$ cat src/rtl/seq_divider_if.sv
// Handshake and operand/result bundle between the execute stage and the sequential divider.
interface seq_divider_if #(
    parameter int unsigned WIDTH = 32
);
    logic             start;
    logic             kill;
    logic             sign;
    logic [WIDTH-1:0] a;
    logic [WIDTH-1:0] b;
    logic             ready;
    logic             done;
    logic [WIDTH-1:0] quotient;
    logic [WIDTH-1:0] remainder;

    modport master (
        output start, kill, sign, a, b,
        input  ready, done, quotient, remainder
    );

    modport slave (
        input  start, kill, sign, a, b,
        output ready, done, quotient, remainder
    );
endinterface

$ cat src/rtl/seq_divider.sv
// Radix-2 restoring divider producing RISC-V DIV/DIVU/REM/REMU quotient and remainder,
// one quotient bit per clock, with start/ready/done handshake and kill.
module seq_divider #(
    parameter  int unsigned WIDTH = 32,
    localparam int unsigned CNT_W = $clog2(WIDTH + 1)
) (
    input  logic         clk,
    input  logic         rst,
    seq_divider_if.slave bus
);

    localparam logic [WIDTH-1:0] ZERO = '0;
    localparam logic [WIDTH-1:0] ONES = '1;
    localparam logic [WIDTH-1:0] ONE  = WIDTH'(1);
    localparam logic [WIDTH-1:0] MIN  = ONE << (WIDTH - 1);

    typedef enum logic [1:0] {
        S_IDLE,
        S_CALC,
        S_FIN
    } state_e;

    state_e             state_q, state_d;
    logic [CNT_W-1:0]   cnt_q, cnt_d;
    logic [2*WIDTH-1:0] acc_q, acc_d;
    logic [WIDTH-1:0]   div_q, div_d;
    logic               special_q, special_d;
    logic               negq_q, negq_d;
    logic               negr_q, negr_d;
    logic [WIDTH-1:0]   quo_q, quo_d;
    logic [WIDTH-1:0]   rem_q, rem_d;
    logic               ready_q, ready_d;
    logic               done_q, done_d;

    function automatic logic [WIDTH-1:0] neg(input logic [WIDTH-1:0] x);
        return (~x) + ONE;
    endfunction

    logic [WIDTH-1:0] a_mag_c;
    logic [WIDTH-1:0] b_mag_c;
    logic [WIDTH:0]   rem_ext_c;
    logic [WIDTH:0]   diff_c;
    logic             ge_c;
    logic [WIDTH-1:0] quo_raw_c;
    logic [WIDTH-1:0] rem_raw_c;

    // Operand magnitudes and one restoring step; the carry-out bit keeps the compare exact.
    always_comb begin
        a_mag_c   = (bus.sign && bus.a[WIDTH-1]) ? neg(bus.a) : bus.a;
        b_mag_c   = (bus.sign && bus.b[WIDTH-1]) ? neg(bus.b) : bus.b;
        rem_ext_c = acc_q[2*WIDTH-1:WIDTH-1];
        diff_c    = rem_ext_c - {1'b0, div_q};
        ge_c      = (rem_ext_c >= {1'b0, div_q});
        quo_raw_c = acc_q[WIDTH-1:0];
        rem_raw_c = acc_q[2*WIDTH-1:WIDTH];
    end

    // Next-state and datapath control.
    always_comb begin
        state_d   = state_q;
        cnt_d     = cnt_q;
        acc_d     = acc_q;
        div_d     = div_q;
        special_d = special_q;
        negq_d    = negq_q;
        negr_d    = negr_q;
        quo_d     = quo_q;
        rem_d     = rem_q;
        done_d    = 1'b0;

        case (state_q)
            S_IDLE: begin
                if (bus.start && !bus.kill) begin
                    negq_d = bus.sign && (bus.a[WIDTH-1] ^ bus.b[WIDTH-1]);
                    negr_d = bus.sign && bus.a[WIDTH-1];
                    div_d  = b_mag_c;
                    if (bus.b == ZERO) begin
                        special_d = 1'b1;
                        acc_d     = {bus.a, ONES};
                        state_d   = S_FIN;
                    end else if (bus.sign && (bus.a == MIN) && (bus.b == ONES)) begin
                        special_d = 1'b1;
                        acc_d     = {ZERO, bus.a};
                        state_d   = S_FIN;
                    end else begin
                        special_d = 1'b0;
                        acc_d     = {ZERO, a_mag_c};
                        cnt_d     = CNT_W'(WIDTH);
                        state_d   = S_CALC;
                    end
                end
            end
            S_CALC: begin
                if (bus.kill) begin
                    state_d = S_IDLE;
                end else begin
                    acc_d = {(ge_c ? diff_c[WIDTH-1:0] : rem_ext_c[WIDTH-1:0]),
                             acc_q[WIDTH-2:0], ge_c};
                    cnt_d = cnt_q - CNT_W'(1);
                    if (cnt_q == CNT_W'(1)) begin
                        state_d = S_FIN;
                    end
                end
            end
            S_FIN: begin
                state_d = S_IDLE;
                if (!bus.kill) begin
                    quo_d  = (!special_q && negq_q) ? neg(quo_raw_c) : quo_raw_c;
                    rem_d  = (!special_q && negr_q) ? neg(rem_raw_c) : rem_raw_c;
                    done_d = 1'b1;
                end
            end
            default: state_d = S_IDLE;
        endcase

        ready_d = (state_d == S_IDLE);
    end

    always_ff @(posedge clk) begin
        if (rst) begin
            state_q   <= S_IDLE;
            cnt_q     <= '0;
            acc_q     <= '0;
            div_q     <= '0;
            special_q <= 1'b0;
            negq_q    <= 1'b0;
            negr_q    <= 1'b0;
            quo_q     <= '0;
            rem_q     <= '0;
            ready_q   <= 1'b1;
            done_q    <= 1'b0;
        end else begin
            state_q   <= state_d;
            cnt_q     <= cnt_d;
            acc_q     <= acc_d;
            div_q     <= div_d;
            special_q <= special_d;
            negq_q    <= negq_d;
            negr_q    <= negr_d;
            quo_q     <= quo_d;
            rem_q     <= rem_d;
            ready_q   <= ready_d;
            done_q    <= done_d;
        end
    end

    assign bus.ready     = ready_q;
    assign bus.done      = done_q;
    assign bus.quotient  = quo_q;
    assign bus.remainder = rem_q;

endmodule

$ cat src/flat_wrapper.sv
// flat-port wrapper written by rule: the top's interface ports become plain ports
module seq_divider_flat 
#(
    parameter  int unsigned WIDTH = 32,
    localparam int unsigned CNT_W = $clog2(WIDTH + 1)
)
  (clk, rst, bus_start, bus_kill, bus_sign, bus_a, bus_b, bus_ready, bus_done, bus_quotient, bus_remainder);
  seq_divider_if #(.WIDTH(WIDTH)) bus_i ();
  input  logic clk;
  input  logic rst;
  input wire logic [$bits(bus_i.start)-1:0] bus_start;
  input wire logic [$bits(bus_i.kill)-1:0] bus_kill;
  input wire logic [$bits(bus_i.sign)-1:0] bus_sign;
  input wire logic [$bits(bus_i.a)-1:0] bus_a;
  input wire logic [$bits(bus_i.b)-1:0] bus_b;
  output wire logic [$bits(bus_i.ready)-1:0] bus_ready;
  output wire logic [$bits(bus_i.done)-1:0] bus_done;
  output wire logic [$bits(bus_i.quotient)-1:0] bus_quotient;
  output wire logic [$bits(bus_i.remainder)-1:0] bus_remainder;
  assign bus_i.start = bus_start;
  assign bus_i.kill = bus_kill;
  assign bus_i.sign = bus_sign;
  assign bus_i.a = bus_a;
  assign bus_i.b = bus_b;
  assign bus_ready = bus_i.ready;
  assign bus_done = bus_i.done;
  assign bus_quotient = bus_i.quotient;
  assign bus_remainder = bus_i.remainder;
  seq_divider #(.WIDTH(WIDTH)) u_core (.clk(clk), .rst(rst), .bus(bus_i));
endmodule
$ cat config.mk
export PLATFORM = sky130hd
export DESIGN_NAME = seq_divider_flat
export DESIGN_NICKNAME = d
export VERILOG_FILES = /design/src/rtl/seq_divider_if.sv /design/src/rtl/seq_divider.sv /design/src/flat_wrapper.sv
export SDC_FILE = /design/constraint.sdc
export NUM_CORES = 1
export LEC_CHECK = 0
export CORE_MARGIN = 2
export CORE_UTILIZATION = 67
export DETAILED_ROUTE_END_ITERATION = 10
export DONT_BUFFER_PORTS = 1
export PLACE_DENSITY = 0.83
export RECOVER_POWER = 50
export SETUP_SLACK_MARGIN = 0.1
export SYNTH_ARGS = -nofsm -noshare
export SYNTH_HDL_FRONTEND = slang
export SYNTH_SLANG_ARGS = --single-unit
$ cat constraint.sdc
create_clock -name clk -period 8.8 [get_ports clk]
set_clock_uncertainty 0.15 [all_clocks]
set_input_delay 0.88 -clock clk [delete_from_list [all_inputs] [get_ports clk]]
set_output_delay 0.88 -clock clk [all_outputs]
set_load 0.01 [all_outputs]
==> reports/results.ini <==
[clocking]
clkLatencyLatePin_ns = 0.44
cts_setup_buffers = 0
cts.clk_slew.worst_paths_ns = 0.07
numCtsBuffers = 17
tritoncts = done
cts_resized = 0
cts_buffer_depth = 2
cts_sinks = 173
clock-root-buffer = clkbuf_16
htreeDepth = 4
ctsHoldBuffers = 0

[synthesis]
yosysTopAreaCell = dfxtp_1
netlist_area_um2 = 11500
yosys_warnings = 0
synth_top_family_by_area = compound AO/OA/AOI/OAI gates
synthesis.nets = 1580
synthArstFlopShare = 0
synth_xor_area_frac = 0.112
synth_fa_ha_area_frac = 0.0443
muxShareOfSynthArea = 0.0172
synth_top_cells_by_area = dfxtp_1, a211oi_1, nor2_1, a21oi_1, xnor2_1
synth-simple-area-share = 0.198
yosys.area.top_type_share = 0.302
synth_flop_cell = dfxtp_1
synthCells = 1471
synth-compound-area-share = 0.266
yosysSeqAreaShare = 0.302
synth_commonest_cells = nor2_1, dfxtp_1, a21oi_1, nand2_1, a211oi_1
synth_cell_types = 78
ys_seq_elements = 173
synth-edff-count = 0
syn_area_per_cell_um2 = 7.80
yosysMostFrequentCell = nor2_1

[floorplan]
dieArea_um2 = 18200
start_util = 0.689
die_h_um = 135
die_w_um = 135
ios = 135
core-area_um2 = 16600
rows = 47

[global_routing]
grt_max_degree = 170
gr-total-overflow = 0
globalRouteTotalUtil = 0.356
antenna_found_initial = 0
grt_pass1_vias = 9765
grt_pass1_wl_um = 51500

[routing]
drt-total-wl_um = 32700
wl_per_cell_um = 20.0
vias = 10800
ant_nets = 0
drc = 0
dr.pass1.iters = 7
viasPerCell = 6.60
drt_iter0_markers = 1138

[place]
hpwl_um = 23800
port_buffers = 0
gp_congestion = 0.963

[cells_and_area]
fin_util = 0.719
final_layout_size_suffix_gt1_frac = 0.0578
nets = 1516
fillCellCount = 1361
area_growth_pct = 4.31
antenna_cells = 0

[critical_path]
ff2ff_setup_slack_ns = 3.77
timing.critical_path.buf_inv = 1
worstSetupEndpointType = register
slowest_delay_ns = 2.47
regToRegEndpoint = u_core.bus.remainder[1]
cp_top_family = buffers and inverters
critPathKind = primary input to register
critPathMaxFanout = 93
reg2reg_depth = 4
worstPathArrival_ns = 5.02
r2r-start = u_core.state_q[0]
path_cells = nor2_1 -> and2_0 -> clkbuf_1 -> a311oi_1
critPathRequiredTime_ns = 8.78
cp-start-kind = primary input
cp_slowest_cell = clkbuf_1

[sta]
finalHoldViolations = 0
rsz0062_at_grt = false
period_needed_ns = 5.04
max_slew_margin = -1.27
setup_viol = 0
tns_ns = 0
final_max_slew_viol_count = 161
period_share = 0.573
tightestPinTransition_ns = 3.40
max_freq_ghz = 0.198

[status]
violations = max-capacitance violations, max-slew violations
outcome = finished, violations left

[worst_hold_path]
hold_path_depth = 2
worstHoldStart = u_core.negq_q
hold_path_end = u_core.negq_q
hp-class = register to register

[power]
ir_worst_vdd_mv = 0.154
p_per_area_nw_per_um2 = 191
leakagePower_nw = 4.14

[flow_run]
drv_cap = 3

## worst min-delay path, stage by stage (launching register included)
cell	delay [ns]
dfxtp_1	0.32
nand2_1	0.06
a21oi_1	0.05
## registers in the layout, indices dropped and copies added (netlist names)
register	flops
u_core.bus.done	1
u_core.negr_q	1
u_core.cnt_q	6
u_core.bus.remainder	32
u_core.acc_q	64
u_core.special_q	1
u_core.state_q	2
u_core.negq_q	1
u_core.div_q	32
u_core.bus.ready	1
u_core.bus.quotient	32
## power breakdown
part / internal (mW) / switching (mW)
Clock: 0.427 / 0.337
Sequential: 0.821 / 0.0571
Combinational: 0.270 / 0.377
Total: 1.52 / 0.771
## routing by layer
metal	global-route usage	wire length, µm
met5	0	0
met1	0.500	14100
met2	0.540	14200
met3	0.0758	3290
met4	0.129	1070
## worst max-delay path by stage
stage	startpoint	cells after the start	endpoint	slack (ns)
global route	u_core.state_q[0]	4	u_core.bus.remainder[1]	3.10
finish	bus_kill	4	u_core.bus.remainder[1]	3.76
detailed placement	bus_b[0]	10	u_core.acc_q[61]	4.83
global placement	bus_b[0]	10	u_core.acc_q[61]	4.91
CTS	u_core.acc_q[57]	11	u_core.acc_q[57]	5.03
floorplan	bus_b[0]	11	u_core.acc_q[61]	5.54
## cell families after synthesis
logic type | count (synthesis)
AO/OA/AOI/OAI | 461
XOR/XNOR | 145
adder cells (fa/ha/maj) | 40
buffers and inverters | 157
flip-flops | 173
multiplexers | 18
AND/OR/NAND/NOR | 477
## per-stage QoR
step | power [mW] | std cells | hold slack [ns] | instance area, µm² | worst slack, ns
6_report | 2.29 | 1638 | 0.318 | 12000 | 3.76
5_1_grt | 2.39 | 1638 | 0.337 | 12000 | 3.10
4_1_cts | 2.27 | 1638 | 0.310 | 12000 | 5.03
3_5_place_dp | 1.52 | 1608 | 0.301 | 11400 | 4.83
3_3_place_gp | 1.51 | 1608 | 0.288 | 11400 | 4.91
2_1_floorplan | 1.39 | 1471 | 0.282 | 11500 | 5.54
## placed cells by master (no fill, tap or decap), types with 4 or more instances in the layout
master / n
nor2_1: 195
dfxtp_1: 173
a21oi_1: 146
nand2_1: 110
a211oi_1: 109
xnor2_1: 73
xor2_1: 70
inv_1: 63
o21ai_0: 56
ha_1: 39
o221ai_1: 30
or3_1: 27
nor3_1: 22
o31ai_1: 21
nand4_1: 20
nand3_1: 18
nor4_1: 17
clkbuf_16: 17
a31oi_1: 15
mux2_2: 14
nand2b_1: 11
a311oi_1: 10
a21o_1: 9
buf_4: 9
o41ai_1: 8
a221oi_1: 8
or4_1: 7
and3_1: 7
a22oi_1: 7
or2_2: 6
o21a_1: 6
o211ai_1: 6
nor2b_1: 5
nor3_2: 5
and2_1: 5
mux2i_1: 4
clkinvlp_4: 4
## layout make-up
cell class | instances | area, µm² | area share
Clock inverter | 11 | 136 | 0.0114
Multi-Input combinational cell | 1141 | 7340 | 0.613
Tap cell | 220 | 275 | 0.0230
Timing Repair Buffer | 11 | 75.1 | 0.00627
Sequential cell | 173 | 3460 | 0.289
Clock buffer | 19 | 443 | 0.0370
Inverter | 63 | 236 | 0.0198
(Power assumes the default switching activity.)
